<file path="src/rtl/branch_update_queue.sv">
// Circular FIFO buffering resolved-branch updates (up to two per cycle) from execute
// and draining one per cycle, in program order, to the branch predictor.
module branch_update_queue #(
  parameter int unsigned DEPTH      = 8,
  parameter int unsigned ADDR_WIDTH = 32
) (
  input  logic                          clk,
  input  logic                          reset,
  input  logic                          in0_valid_i,
  input  logic [ADDR_WIDTH-1:0]         in0_pc_i,
  input  logic                          in0_mispredict_i,
  input  logic                          in1_valid_i,
  input  logic [ADDR_WIDTH-1:0]         in1_pc_i,
  input  logic                          in1_mispredict_i,
  output logic                          ready_o,
  output logic                          update_prediction_valid_o,
  output logic [ADDR_WIDTH-1:0]         update_prediction_pc_o,
  output logic                          misprediction_o,
  output logic [$clog2(DEPTH+1)-1:0]    count_o,
  output logic [7:0]                    drop_count_o
);

  localparam int unsigned PW = $clog2(DEPTH);
  localparam int unsigned CW = $clog2(DEPTH + 1);

  typedef struct packed {
    logic [ADDR_WIDTH-1:0] pc;
    logic                  mispredict;
  } entry_t;

  entry_t         mem_q [DEPTH];
  logic [PW-1:0]  head_q, head_d;
  logic [PW-1:0]  tail_q, tail_d;
  logic [CW-1:0]  count_q, count_d;
  logic [7:0]     drop_q, drop_d;

  logic           ready;
  logic           pop;
  logic [1:0]     n_valid;
  logic [1:0]     pushes;
  logic           we0, we1;
  entry_t         wdata0, wdata1;
  logic [8:0]     drop_sum;
  entry_t         head_entry;

  always_comb begin
    ready      = (count_q <= CW'(DEPTH - 2));
    pop        = (count_q != '0);
    n_valid    = {1'b0, in0_valid_i} + {1'b0, in1_valid_i};
    pushes     = ready ? n_valid : 2'd0;
    // Lone in1 takes the tail slot so the queue stays gap-free.
    we0        = ready && (in0_valid_i || in1_valid_i);
    we1        = ready && in0_valid_i && in1_valid_i;
    wdata0     = in0_valid_i ? entry_t'{in0_pc_i, in0_mispredict_i}
                             : entry_t'{in1_pc_i, in1_mispredict_i};
    wdata1     = entry_t'{in1_pc_i, in1_mispredict_i};
    tail_d     = tail_q + PW'(pushes);
    head_d     = head_q + PW'(pop);
    count_d    = count_q + CW'(pushes) - CW'(pop);
    drop_sum   = {1'b0, drop_q} + 9'(n_valid);
    drop_d     = drop_q;
    if (!ready && (n_valid != 2'd0)) begin
      drop_d = drop_sum[8] ? 8'hFF : drop_sum[7:0];
    end
    head_entry = mem_q[head_q];
  end

  always_ff @(posedge clk) begin
    if (reset) begin
      head_q  <= '0;
      tail_q  <= '0;
      count_q <= '0;
      drop_q  <= '0;
    end else begin
      head_q  <= head_d;
      tail_q  <= tail_d;
      count_q <= count_d;
      drop_q  <= drop_d;
    end
  end

  always_ff @(posedge clk) begin
    if (!reset) begin
      if (we0) mem_q[tail_q] <= wdata0;
      if (we1) mem_q[PW'(tail_q + 1'b1)] <= wdata1;
    end
  end

  assign ready_o                   = ready;
  assign update_prediction_valid_o = pop;
  assign update_prediction_pc_o    = pop ? head_entry.pc : '0;
  assign misprediction_o           = pop ? head_entry.mispredict : 1'b0;
  assign count_o                   = count_q;
  assign drop_count_o              = drop_q;

endmodule
</file>
<file path="config.mk">
export PLATFORM = sky130hd
export DESIGN_NAME = branch_update_queue
export DESIGN_NICKNAME = d
export VERILOG_FILES = /design/src/rtl/branch_update_queue.sv
export SDC_FILE = /design/constraint.sdc
export NUM_CORES = 1
export LEC_CHECK = 0
export ABC_AREA = 0
export BUFFER_PORTS_ARGS = -buffer_cell sky130_fd_sc_hd__buf_2
export CAP_MARGIN = 10
export CORE_MARGIN = 5
export CORE_UTILIZATION = 30
export CTS_BUF_LIST = sky130_fd_sc_hd__clkbuf_4
export CTS_CLUSTER_SIZE = 25
export DETAILED_ROUTE_END_ITERATION = 12
export MAX_ROUTING_LAYER = met4
export SYNTH_ARGS = -nofsm -noshare
export SYNTH_HDL_FRONTEND = slang
export SYNTH_SLANG_ARGS = --single-unit
</file>
<file path="constraint.sdc">
create_clock -name clk -period 6.8 [get_ports clk]
set_input_delay 1.36 -clock clk [delete_from_list [all_inputs] [get_ports clk]]
set_output_delay 1.36 -clock clk [all_outputs]
set_load 0.02 [all_outputs]
</file>
==> summary by stage, run 1 <==
Clocking
The number of buffers inserted for hold repair after clock tree synthesis is 0. The cell sitting at the root of the clock tree is a clkbuf_4. The post-CTS setup buffer count is 0.

The clock transition time at the flip-flop clock pins of the worst setup and hold paths is about 0.060 ns. Clock tree synthesis found a total of about 280 sinks. The number of cells upsized or downsized after cts is 0. The CTS buffer count is between 70 and 80. The clock reaches the later pin of the worst-skew pair after about 0.7 ns. The CTS tree is done. The clock passes through at most 3 buffers. The number of H-tree levels is 3.

Yosys
The number of flops mapped to enable cells by yosys is roughly 260. In the synthesized netlist, the number of instances is 888. The mapped netlist covers between 10000 and 15000 um^2. Dividing the synthesized area by the synthesized cell count gives about 17 um^2. Of the total synthesized cell area, the portion taken by XOR and XNOR cells is 0.00354. After synthesis, the share of flip-flops with an asynchronous set or reset is 0. The number of warning messages in the yosys log is 0. The share of the yosys chip area belonging to registers is 0.558. After synthesis, the largest family of logic cells by area is multiplexers. The area share of and/or/nand/nor cells after synthesis is 0.0316. Measured against the total synthesized area, the mux share comes to 0.347.

Yosys mapped the design onto 42 distinct sky130hd cell types. The synthesized-area fraction occupied by ao, oa, aoi and oai cells is 0.0122. The register bit count reported by yosys is 282. Synthesis produced a netlist with a net count of 976.

The most used flip-flop cell after synthesis is edfxtp_1. Of the total synthesized cell area, the portion taken by full adders, half adders and majority gates is 0.0167.

Final layout
In the final design database the tool counted 1140 nets. At the end of the flow the core is filled with cells to 0.349. The proportion of layout cells with a drive suffix above 1 is 0.578. The fill cell instance count of the final layout is approximately 4700. The post-synthesis to final-layout area growth is 14.8%.

Timing
The setup TNS is 0 ns. The fmax is 223 MHz. The worst slew margin relative to its limit is 0.292. In the finished design, the share of the clock period the worst path needs comes to 0.658. The setup violation total in the final timing report is 0. The final critical path time including I/O delays and setup is roughly 4.5 ns. Setup repair after global routing left no endpoint under its margin. The worst-case clock skew is 0.0366 ns. The final hold violation count is 0.

The count of pins over their slew limit is 0. For the pin with the worst max-slew slack, the measured transition is 1.06 ns.

Power and ir drop
For this design the static power due to leakage is between 5 and 6 nW. VDD sags by at most approximately 150 uV. In this run the power density over the cells is roughly 330 nW/um^2.

Floorplanning
The region available for standard cell placement spans 49000 um^2. In this run the vertical extent of the chip is 233 um. The die outline area is roughly 54000 um^2. The horizontal die dimension is roughly 230 um. The total I/O pin count is around 120.

After floorplanning, the core was divided into 81 placement rows. The initial core utilization is 0.304.

Critical path
The classification of the worst setup path is flip-flop to output port. The delay contributed by the slowest stage of the critical path is between 0.6 and 0.7 ns. For the worst setup path, the data arrival time is approximately 3.1 ns.

STA classifies the critical path endpoint as an output port. The signal on the critical path passes through buf_4 > mux4_2 > mux2i_1 > nor2_1 > buf_2. The slowest stage of the critical path belongs to the cell buf_4. STA classifies the critical path startpoint as a flip-flop.

In this run the worst path has a maximum fanout of 31. The required time at the endpoint of the critical path is around 5.4 ns.

Global route
The number of global-route vias before repair came to ~9500. The first global-routing pass estimated slightly below 60 mm of wire. The number of antenna violations at the first check in global routing is 3. The aggregate global routing overflow is 0.

The global router's overall resource usage is 0.145. The maximum number of pins on one net before global-route repair is between 50 and 60.

Drt
In this run the remaining antenna-violating nets after routing total 0. The average via count per standard cell is between 4 and 5. For this run, design rule violations remaining after detail routing come to 0.

The routed length per instance is ~22 um. The via count is 8582. The number of DRC markers after the initial detailed-route iteration is 483. The final layout contains routed wiring with a total length of roughly 38 mm. The pre-antenna-repair detailed-routing pass consisted of 4 iterations.

Worst hold path
The min-delay analysis places its worst path in the category flip-flop to flip-flop.

Placement
The post-DP HPWL is roughly 23 mm. The weighted congestion reported at the end of routability-driven placement is 0.747. The number of input and output port buffers inserted is ~120.

Status
The run finished with clean final reports.

Job
The max-capacitance violation count is 0.
cells in the final DEF (no fill, tap or decap), types with 16 or more instances in the layout:
| cell | Yosys | routed |
|---|---|---|
| mux4_2 | 66 | 66 |
| nor2_1 | 43 | 43 |
| mux2i_1 | 33 | 33 |
| inv_1 | 19 | 19 |
| clkinv_1 | 0 | 16 |
| buf_2 | 8 | 116 |
| buf_4 | 0 | 23 |
| edfxtp_1 | 264 | 264 |
| mux2_2 | 297 | 297 |
| clkbuf_4 | 0 | 106 |
synth_stat cells (2+ instances only):
cell	number	share of area
nor2_1	43	0.011
a311oi_1	2	0.0012
a211oi_1	2	0.0010
buf_1	7	0.0018
o21ai_0	6	0.0020
fa_1	3	0.0040
nor3_1	3	0.0010
nand3_2	8	0.0054
mux2i_1	33	0.022
a31oi_1	2	0.00084
ha_1	15	0.013
xnor2_1	3	0.0018
edfxtp_1	264	0.53
nor2b_1	6	0.0025
and4_1	2	0.0012
inv_1	19	0.0048
buf_6	24	0.018
mux4_2	66	0.10
mux2_2	297	0.23
nand2_1	7	0.0018
or3_1	2	0.00084
dfxtp_1	18	0.024
and4b_1	2	0.0013
clkbuf_1	15	0.0038
buf_2	8	0.0027
nor3b_1	3	0.0015
xor2_1	3	0.0018
and3_1	4	0.0017
o31ai_1	4	0.0020
a21oi_1	5	0.0017
routing by layer:
layer | GRT usage | part of all wire
met4 | 0.0445 | 0.020
met1 | 0.182 | 0.43
met5 | - | 0
met2 | 0.241 | 0.50
met3 | 0.0281 | 0.057
registers in the layout (all words and copies together) (netlist names):
register	count
count_o	4
drop_count_o	8
tail_q	3
head_q	3
mem_q	264
cell families (layout without fill, tap and decap cells):
| kind of cell | after synthesis | count (layout) |
|---|---|---|
| flip-flops | 282 | 282 |
| multiplexers | 396 | 396 |
| adder cells (fa/ha/maj) | 18 | 18 |
| AND/OR/NAND/NOR | 86 | 86 |
| AO/OA/AOI/OAI | 27 | 27 |
| buffers and inverters | 73 | 287 |
| XOR/XNOR | 6 | 6 |
| other | 0 | 3 |
critical path: cells and delay by family (launching register included):
kind / cells / cell delay, ns
simple gates: 1 / 0.09
buf+inv: 2 / 0.82
flops: 1 / 0.59
mux: 2 / 0.90
layout make-up:
| class | count | area, um^2 | area share |
|---|---|---|---|
| Antenna cell | 3 | 7.51 | 0.000440 |
| Clock buffer | 106 | 796 | 0.0466 |
| Clock inverter | 23 | 92.6 | 0.00543 |
| Inverter | 19 | 71.3 | 0.00418 |
| Multi-Input combinational cell | 533 | 6210 | 0.364 |
| Sequential cell | 282 | 8300 | 0.486 |
| Tap cell | 664 | 831 | 0.0487 |
| Timing Repair Buffer | 139 | 753 | 0.0441 |
worst paths after layout:
check,start,end,slack (ns),depth (start not counted)
worst max-delay path,head_q[0]$_SDFF_PP0_,update_prediction_pc_o[0],2.32,5
worst min-delay path,drop_count_o[0]$_SDFFE_PP0P_,drop_count_o[0]$_SDFFE_PP0P_,0.54,2
worst max register to register,count_o[3]$_SDFF_PP0_,mem_q[6][11]$_DFFE_PP_,3.26,7
worst min register to register,drop_count_o[0]$_SDFFE_PP0P_,drop_count_o[0]$_SDFFE_PP0P_,0.54,2
stage by stage:
| stage | instances | hold WS, ns | power [mW] | setup WS (ns) | cell area [um^2] |
|---|---|---|---|---|---|
| after global routing | 1769 | 0.577 | 5.95 | 2.04 | 17100 |
| after floorplan | 888 | 0.566 | 3.60 | 0.545 | 14900 |
| final | 1769 | 0.538 | 5.59 | 2.32 | 17100 |
| after detailed placement | 1637 | 0.525 | 4.26 | 2.12 | 16200 |
| after global placement | 1637 | 0.514 | 4.24 | 2.22 | 16200 |
| after CTS | 1766 | 0.531 | 5.71 | 2.18 | 17100 |
power by group:
part           total, mW  internal [mW]  switching [mW]  leakage [nW]
Clock               1.41          0.718           0.696         0.538
Combinational       1.94          0.823            1.12          2.76
Sequential          2.24           2.11           0.125          2.54
Power figures use the tool's default switching activity.
==> run 2, diff against run 1 <==
==> constraint.sdc (replaced) <==
create_clock -name clk -period 4.5 [get_ports clk]
set_input_delay 0.9 -clock clk [delete_from_list [all_inputs] [get_ports clk]]
set_output_delay 0.9 -clock clk [all_outputs]
set_load 0.02 [all_outputs]
==> run 2 against run 1 <==
Effect of this change:
- cell count grew 1.1%
- clock skew is 0.0017 ns higher
- combinational power up 50%
- via count increased by 0.30%
- clock-buffer cell count increased by 17
- clock power grew 75%
- hold slack lost 0.023 ns
- sequential cell count is the same
- die area is the same
==> summary by stage, run 2 (same netlist as run 1, synthesis figures left out) <==
Status
The flow ran to the end, and the final reports show no timing, DRC or antenna violations.

Timing
The count of pins over their slew limit is 0. The final critical-path share of the clock period is 0.843. Setup repair after global routing left no endpoint under its margin.

For this run, the top clock speed supported by timing is roughly 260 MHz. The final hold violation count came to 0. The setup violation total in the final timing report is 0. Across the routed clock network, the largest skew measured is between 0.03 and 0.04 ns. The worst pin sits at a relative slew slack of 0.281. The setup TNS is 0 ns. For the finished layout, the period the worst path requires is 3.79 ns.

The worst-margin pin slew is approximately 1.1 ns.

Clocking
Buffers inserted to repair hold after CTS numbered 0. The number of buffers on the longest clock path is 3. The number of cells upsized or downsized after cts is 0.

The clock transition time at the flip-flop clock pins of the worst setup and hold paths is around 0.05 ns. TritonCTS built the clock tree. The number of setup buffers added after CTS is 0.

The number of clock sinks is about 280. The CTS buffer count is 79. The H-tree generated during clock tree synthesis spans 3 levels.

The cell sitting at the root of the clock tree is a clkbuf_4. The clock reaches the later pin of the worst-skew pair after ~0.76 ns.

Final layout
The number of flip-flops under the largest register name is 264. The finished cells cover around 17000 um^2. The footprint of the flip-flops and latches is around 8300 um^2. The fill cell instance count of the final layout is ~4700. The largest register by flop count is mem_q. The post-synthesis to final-layout area growth is 16.3%. Measured on the finished design, the core utilization comes to 0.353. In the final layout, the share of cells above drive strength 1 is 0.586. Summing all multi-input logic gate instances after layout gives around 6200 um^2. The number of nets in the finished design is roughly 1100.

The library cell used most frequently in the layout, excluding fill and tap cells, is mux2_2. In the layout the commonest cells are 297 x mux2_2, 264 x edfxtp_1, 123 x clkbuf_4, 116 x buf_2, 66 x mux4_2.

Power and ir drop
The maximum vdd ir drop is a little under 200 uV. Dividing total power by cell area gives a power density of roughly 500 nW/um^2. Summed over all cells, the static leakage comes to approximately 6.0 nW.

Global route
The number of antenna violations at the first check in global routing was 4. The number of global-route vias before repair came to 9590. The first-pass GRT wire length is between 50 and 60 mm. Global routing finished with a remaining overflow of 0. The maximum number of pins on one net before global-route repair is 36.

For this run, the total global-route usage over all layers was measured as 0.147.

Drt
The routed layout has 8608 vias. Once detail routing completed, the nets flagged for antenna violations numbered 0. Dividing the detail-routed via count by the number of cells gives around 4.8. The DRC violation count after routing is 0. The iteration count of the initial detailed-routing pass is 7.

After the first detailed-routing iteration, the DRC count stood at about 460. Dividing the detail-routed wire length by the instance count gives between 20 and 25 um. Wires add up to roughly 38 mm.

Floorplanning
Pin placement for this block handled about 120 I/O pins. From left edge to right edge, the die measures around 230 um. The die outline area is roughly 54000 um^2. After floorplanning, the core was sized to cover approximately 49000 um^2. For this configuration, the core starts out at a cell density of 0.304.

The site row count is about 80. The chip height is between 200 and 250 um.

Critical path
The arrival time of the worst setup path is a little under 3 ns. Of all nets on the critical path, the largest fanout is 29. STA classifies the critical path endpoint as an output port.

The largest single stage delay on the critical path is ~0.75 ns. The startpoint type of the worst setup path is a flip-flop. Traced cell by cell, the critical path runs through buf_12 > mux4_2 > mux2i_1 > nor2_1 > buf_2. The required time at the endpoint of the critical path is approximately 3.6 ns. The critical path in this run is classified as flip-flop to output port.

For this design, the slowest cell found on the critical path is dfxtp_4.

Placement
The post-DP HPWL is 23.1 mm. After detailed placement, the total cell area comes to 16200 um^2. The weighted congestion reported at the end of routability-driven placement is 0.764. The number of input and output port buffers inserted is between 100 and 150.

Worst hold path
The path class of the tightest hold or removal check is flip-flop to flip-flop.

Job
The max-capacitance violation count is 0.
[run 2: changes by cell type in the layout (fill, tap and decap cells not counted), sizes merged]
cell    previous run  this run
clkinv            18        15
inv               23        19
diode              3         7
clkbuf           106       123
buf              139       143
bufinv             0         2
[run 2: metal layers]
| layer | wire length (um) | global-route usage | share of wire | vias up |
|---|---|---|---|---|
| met2 | 19100 | 0.243 | 0.50 | 194 |
| met1 | 16900 | 0.186 | 0.44 | 4408 |
| met3 | 1800 | 0.0308 | 0.047 | 44 |
| met4 | 591 | 0.0375 | 0.015 | 0 |
| li1 | - | - | - | 3962 |
| met5 | 0 | - | 0 | - |
[run 2: cell type report]
| cell class | count | share of cell area |
|---|---|---|
| diodes | 7 | 0.00101 |
| clock buffers | 123 | 0.0534 |
| clock inverters | 18 | 0.00745 |
| inverters | 19 | 0.00412 |
| multi-input cells | 533 | 0.360 |
| flip-flops and latches | 282 | 0.480 |
| well taps | 664 | 0.0480 |
| repair buffers | 143 | 0.0460 |
[run 2: worst paths after layout]
path,startpoint,end,slack (ns),depth (start not counted)
setup reg to reg,count_o[3]$_SDFF_PP0_,mem_q[6][10]$_DFFE_PP_,1.38,7
setup / recovery,head_q[0]$_SDFF_PP0_,update_prediction_pc_o[29],0.71,5
hold / removal,drop_count_o[0]$_SDFFE_PP0P_,drop_count_o[0]$_SDFFE_PP0P_,0.51,2
hold reg to reg,drop_count_o[0]$_SDFFE_PP0P_,drop_count_o[0]$_SDFFE_PP0P_,0.51,2
[run 2: report_power, final]
part / switching [mW] / internal, mW / total (mW)
Sequential: 0.251 / 3.19 / 3.45
Combinational: 1.64 / 1.28 / 2.91
Clock: 1.11 / 1.35 / 2.47
Total: 3.00 / 5.82 / 8.83
[run 2: worst max-delay path, delay by kind of cell (launching register included)]
family        cells  cell delay, ns
mux               2            0.85
flops             1            0.75
buf+inv           2            0.48
simple gates      1            0.08
[run 2: per-stage QoR]
| stage | std cells | hold WS, ns | worst slack [ns] | power [mW] |
|---|---|---|---|---|
| final | 1789 | 0.514 | 0.707 | 8.83 |
| after global placement | 1641 | 0.490 | 1.02 | 6.47 |
| after CTS | 1782 | 0.505 | 0.582 | 9.01 |
| after global routing | 1788 | 0.527 | 0.484 | 9.37 |
| after detailed placement | 1641 | 0.504 | 0.968 | 6.49 |
| after floorplan | 888 | 0.566 | 0.272 | 5.43 |
==> run 3, diff against run 2 <==
==> constraint.sdc (replaced) <==
create_clock -name clk -period 4 [get_ports clk]
set_input_delay 0.8 -clock clk [delete_from_list [all_inputs] [get_ports clk]]
set_output_delay 0.8 -clock clk [all_outputs]
set_load 0.02 [all_outputs]
==> run 3 against run 2 <==
Effect of this change:
- global-route usage shrank 0.096 points
- combinational power grew 15%
- cell count fell by 1.0%
- die area unchanged
- routed wire length about the same
- register-to-register slack lost 0.25 ns
- clock-buffer cell count decreased by 6
==> summary by stage, run 3 (same netlist as run 1, synthesis figures left out) <==
Clocking
The CTS tree is done. The CTS buffer count is 79. The number of H-tree levels is 3. The number of cells upsized or downsized after cts is 0. The cell sitting at the root of the clock tree is a clkbuf_4. The number of clock sinks is about 280. Once the clock tree was built, the setup fixing pass inserted 0 buffers. The number of buffers on the longest clock path is 3. After clock tree synthesis, the flow added hold-fix buffers numbering 0. The clock transition time at the flip-flop clock pins of the worst setup and hold paths is approximately 0.070 ns.

The insertion delay to the later sink of the worst-skew pair is between 0.7 and 0.8 ns.

Timing
Across all hold checks on the routed design, the worst slack comes to roughly 0.48 ns. The setup TNS is 0 ns. For this run, the top clock speed supported by timing is about 280 MHz. The count of pins over their slew limit is 0.

The worst slew margin relative to its limit is 0.458. Dividing the final minimum period by the clock period gives 0.884. For the pin with the worst max-slew slack, the measured transition is between 0.8 and 0.9 ns. Setup repair after global routing left no endpoint under its margin. The worst path needs roughly 3.5 ns of the cycle, external delays included. The final hold violation count is 0.

The setup violation total in the final timing report is 0. The clock arrives with approximately 0.036 ns of skew.

Global route
Summed over all layers, the global routing overflow is 0. The maximum number of pins on one net before global-route repair is 35. The number of antenna violations at the first check in global routing came to 4. The number of global-route vias before repair is between 9000 and 10000.

The first-pass GRT wire length is between 50 and 60 mm. The global router's overall resource usage is 0.146.

Final layout
Ranked by flip-flop count, first place goes to mem_q. The fill cell instance count of the final layout is 4753. The top cell types in the final layout, fill and taps aside, are 297 x mux2_2, 264 x edfxtp_1, 117 x clkbuf_4, 116 x buf_2, 66 x mux4_2. The footprint of the flip-flops and latches is 8300 um^2. Of the cells placed in the final design, the portion with a size suffix greater than 1 is 0.588. After the last flow step, the layout net total stands at 1145. The core occupancy in the finished layout is 0.353. The post-synthesis to final-layout area growth is 16.1%.

Leaving out fill and tap cells, the most frequent cell in the layout is mux2_2. The finished layout holds ~1800 standard cells, fillers aside. The area of the multi-input gates is roughly 6200 um^2. The register with the most flip-flops in the layout has ~260 of them.

Critical path
Along the worst path, the maximum fanout reaches 32. The critical register-to-register path endpoint is count_o[2]$_SDFF_PP0_. The register-to-register setup slack is ~1.1 ns.

The classification of the worst setup path is flip-flop to output port. The worst setup path is captured at an output port. The required time at the endpoint of the critical path is about 3.2 ns. The startpoint type of the worst setup path is a flip-flop. The start of the worst register-to-register path is count_o[3]$_SDFF_PP0_.

STA puts the critical path data arrival time at ~2.7 ns. The number of cell instances on the worst register-to-register path is 12.

Placement
The count of buffers added on input and output ports is around 120. The congestion estimate from routability-driven global placement came to between 0.7 and 0.8. Once placement completed, the tool counted placed cells totaling between 1500 and 2000. The wire-length estimate of the detail-placed layout is between 20 and 25 mm.

Drt
The via count is about 8600. Summed over all layers, the routed wires come to ~38 mm. The iteration count of the initial detailed-routing pass is 4. The antenna violation net count after detailed routing is 0. The average via count per standard cell is between 4 and 5.

The number of DRC markers after the initial detailed-route iteration is 440. The routed length per instance is 21.6 um. For this run, design rule violations remaining after detail routing come to 0.

Floorplanning
The horizontal die dimension is roughly 230 um. From bottom edge to top edge, the die measures approximately 230 um. In this run the count of I/O pins placed on the die edge is around 120.

The initial core utilization is 0.304. The die covers 54100 um^2. The site row count is ~80. The core outline area is a little under 50000 um^2.

Worst hold path
The path with the worst hold slack has its endpoint at count_o[1]$_SDFF_PP0_. The type of the most critical hold path is input pin to flip-flop. The cell count of the worst hold path is 2. The startpoint of the worst hold path is reset.

Job
Max-cap violations in this run came to 0.

Power and ir drop
The maximum vdd ir drop is 247 uV. The reported leakage power is ~5.9 nW. The power density over the cells is approximately 570 nW/um^2. Summing internal, switching and leakage power gives just under 10 mW.

Status
The run finished with clean final reports.
==> run 3: cell type report <==
class / count / share of cell area
well taps: 664 / 0.0481
clock inverters: 9 / 0.00377
repair buffers: 142 / 0.0508
multi-input cells: 533 / 0.361
clock buffers: 117 / 0.0509
flip-flops and latches: 282 / 0.481
inverters: 19 / 0.00413
diodes: 5 / 0.000725
==> run 3: worst max-delay path by stage <==
stage,endpoint,slack [ns],depth (start not counted),from
5_1_grt,update_prediction_pc_o[13],0.30,5,head_q[0]$_SDFF_PP0_
3_3_place_gp,mem_q[6][9]$_DFFE_PP_,0.90,5,reset
3_5_place_dp,mem_q[6][9]$_DFFE_PP_,0.86,5,reset
6_report,update_prediction_pc_o[13],0.46,5,head_q[0]$_SDFF_PP0_
4_1_cts,update_prediction_pc_o[13],0.36,5,head_q[0]$_SDFF_PP0_
2_1_floorplan,mem_q[4][0]$_DFFE_PP_,-0.13,6,in0_valid_i
==> run 3: metrics by stage <==
stage	area [um^2]	worst slack [ns]
3_3_place_gp	16300	0.900
2_1_floorplan	14900	-0.128
5_1_grt	17300	0.300
6_report	17300	0.465
4_1_cts	17200	0.360
3_5_place_dp	16300	0.857
==> run 3: where the power goes <==
part / switching, mW / total (mW) / internal, mW
Clock: 1.19 / 2.56 / 1.38
Sequential: 0.261 / 3.85 / 3.59
Combinational: 1.88 / 3.34 / 1.46
Total: 3.33 / 9.76 / 6.43
==> run 3: layer usage <==
metal  wire, um  vias to the layer above  track usage
li1           -                     3930            -
met1      16800                     4439        0.185
met3       2060                       50       0.0349
met5          0                        -            -
met2      18900                      211        0.237
met4        562                        0       0.0388
==> run 3: critical path: stages, from the launching register on <==
cell	delay, ns
dfxtp_4	0.54
buf_12	0.33
mux4_2	0.55
mux2i_1	0.32
nor2_1	0.07
buf_2	0.18
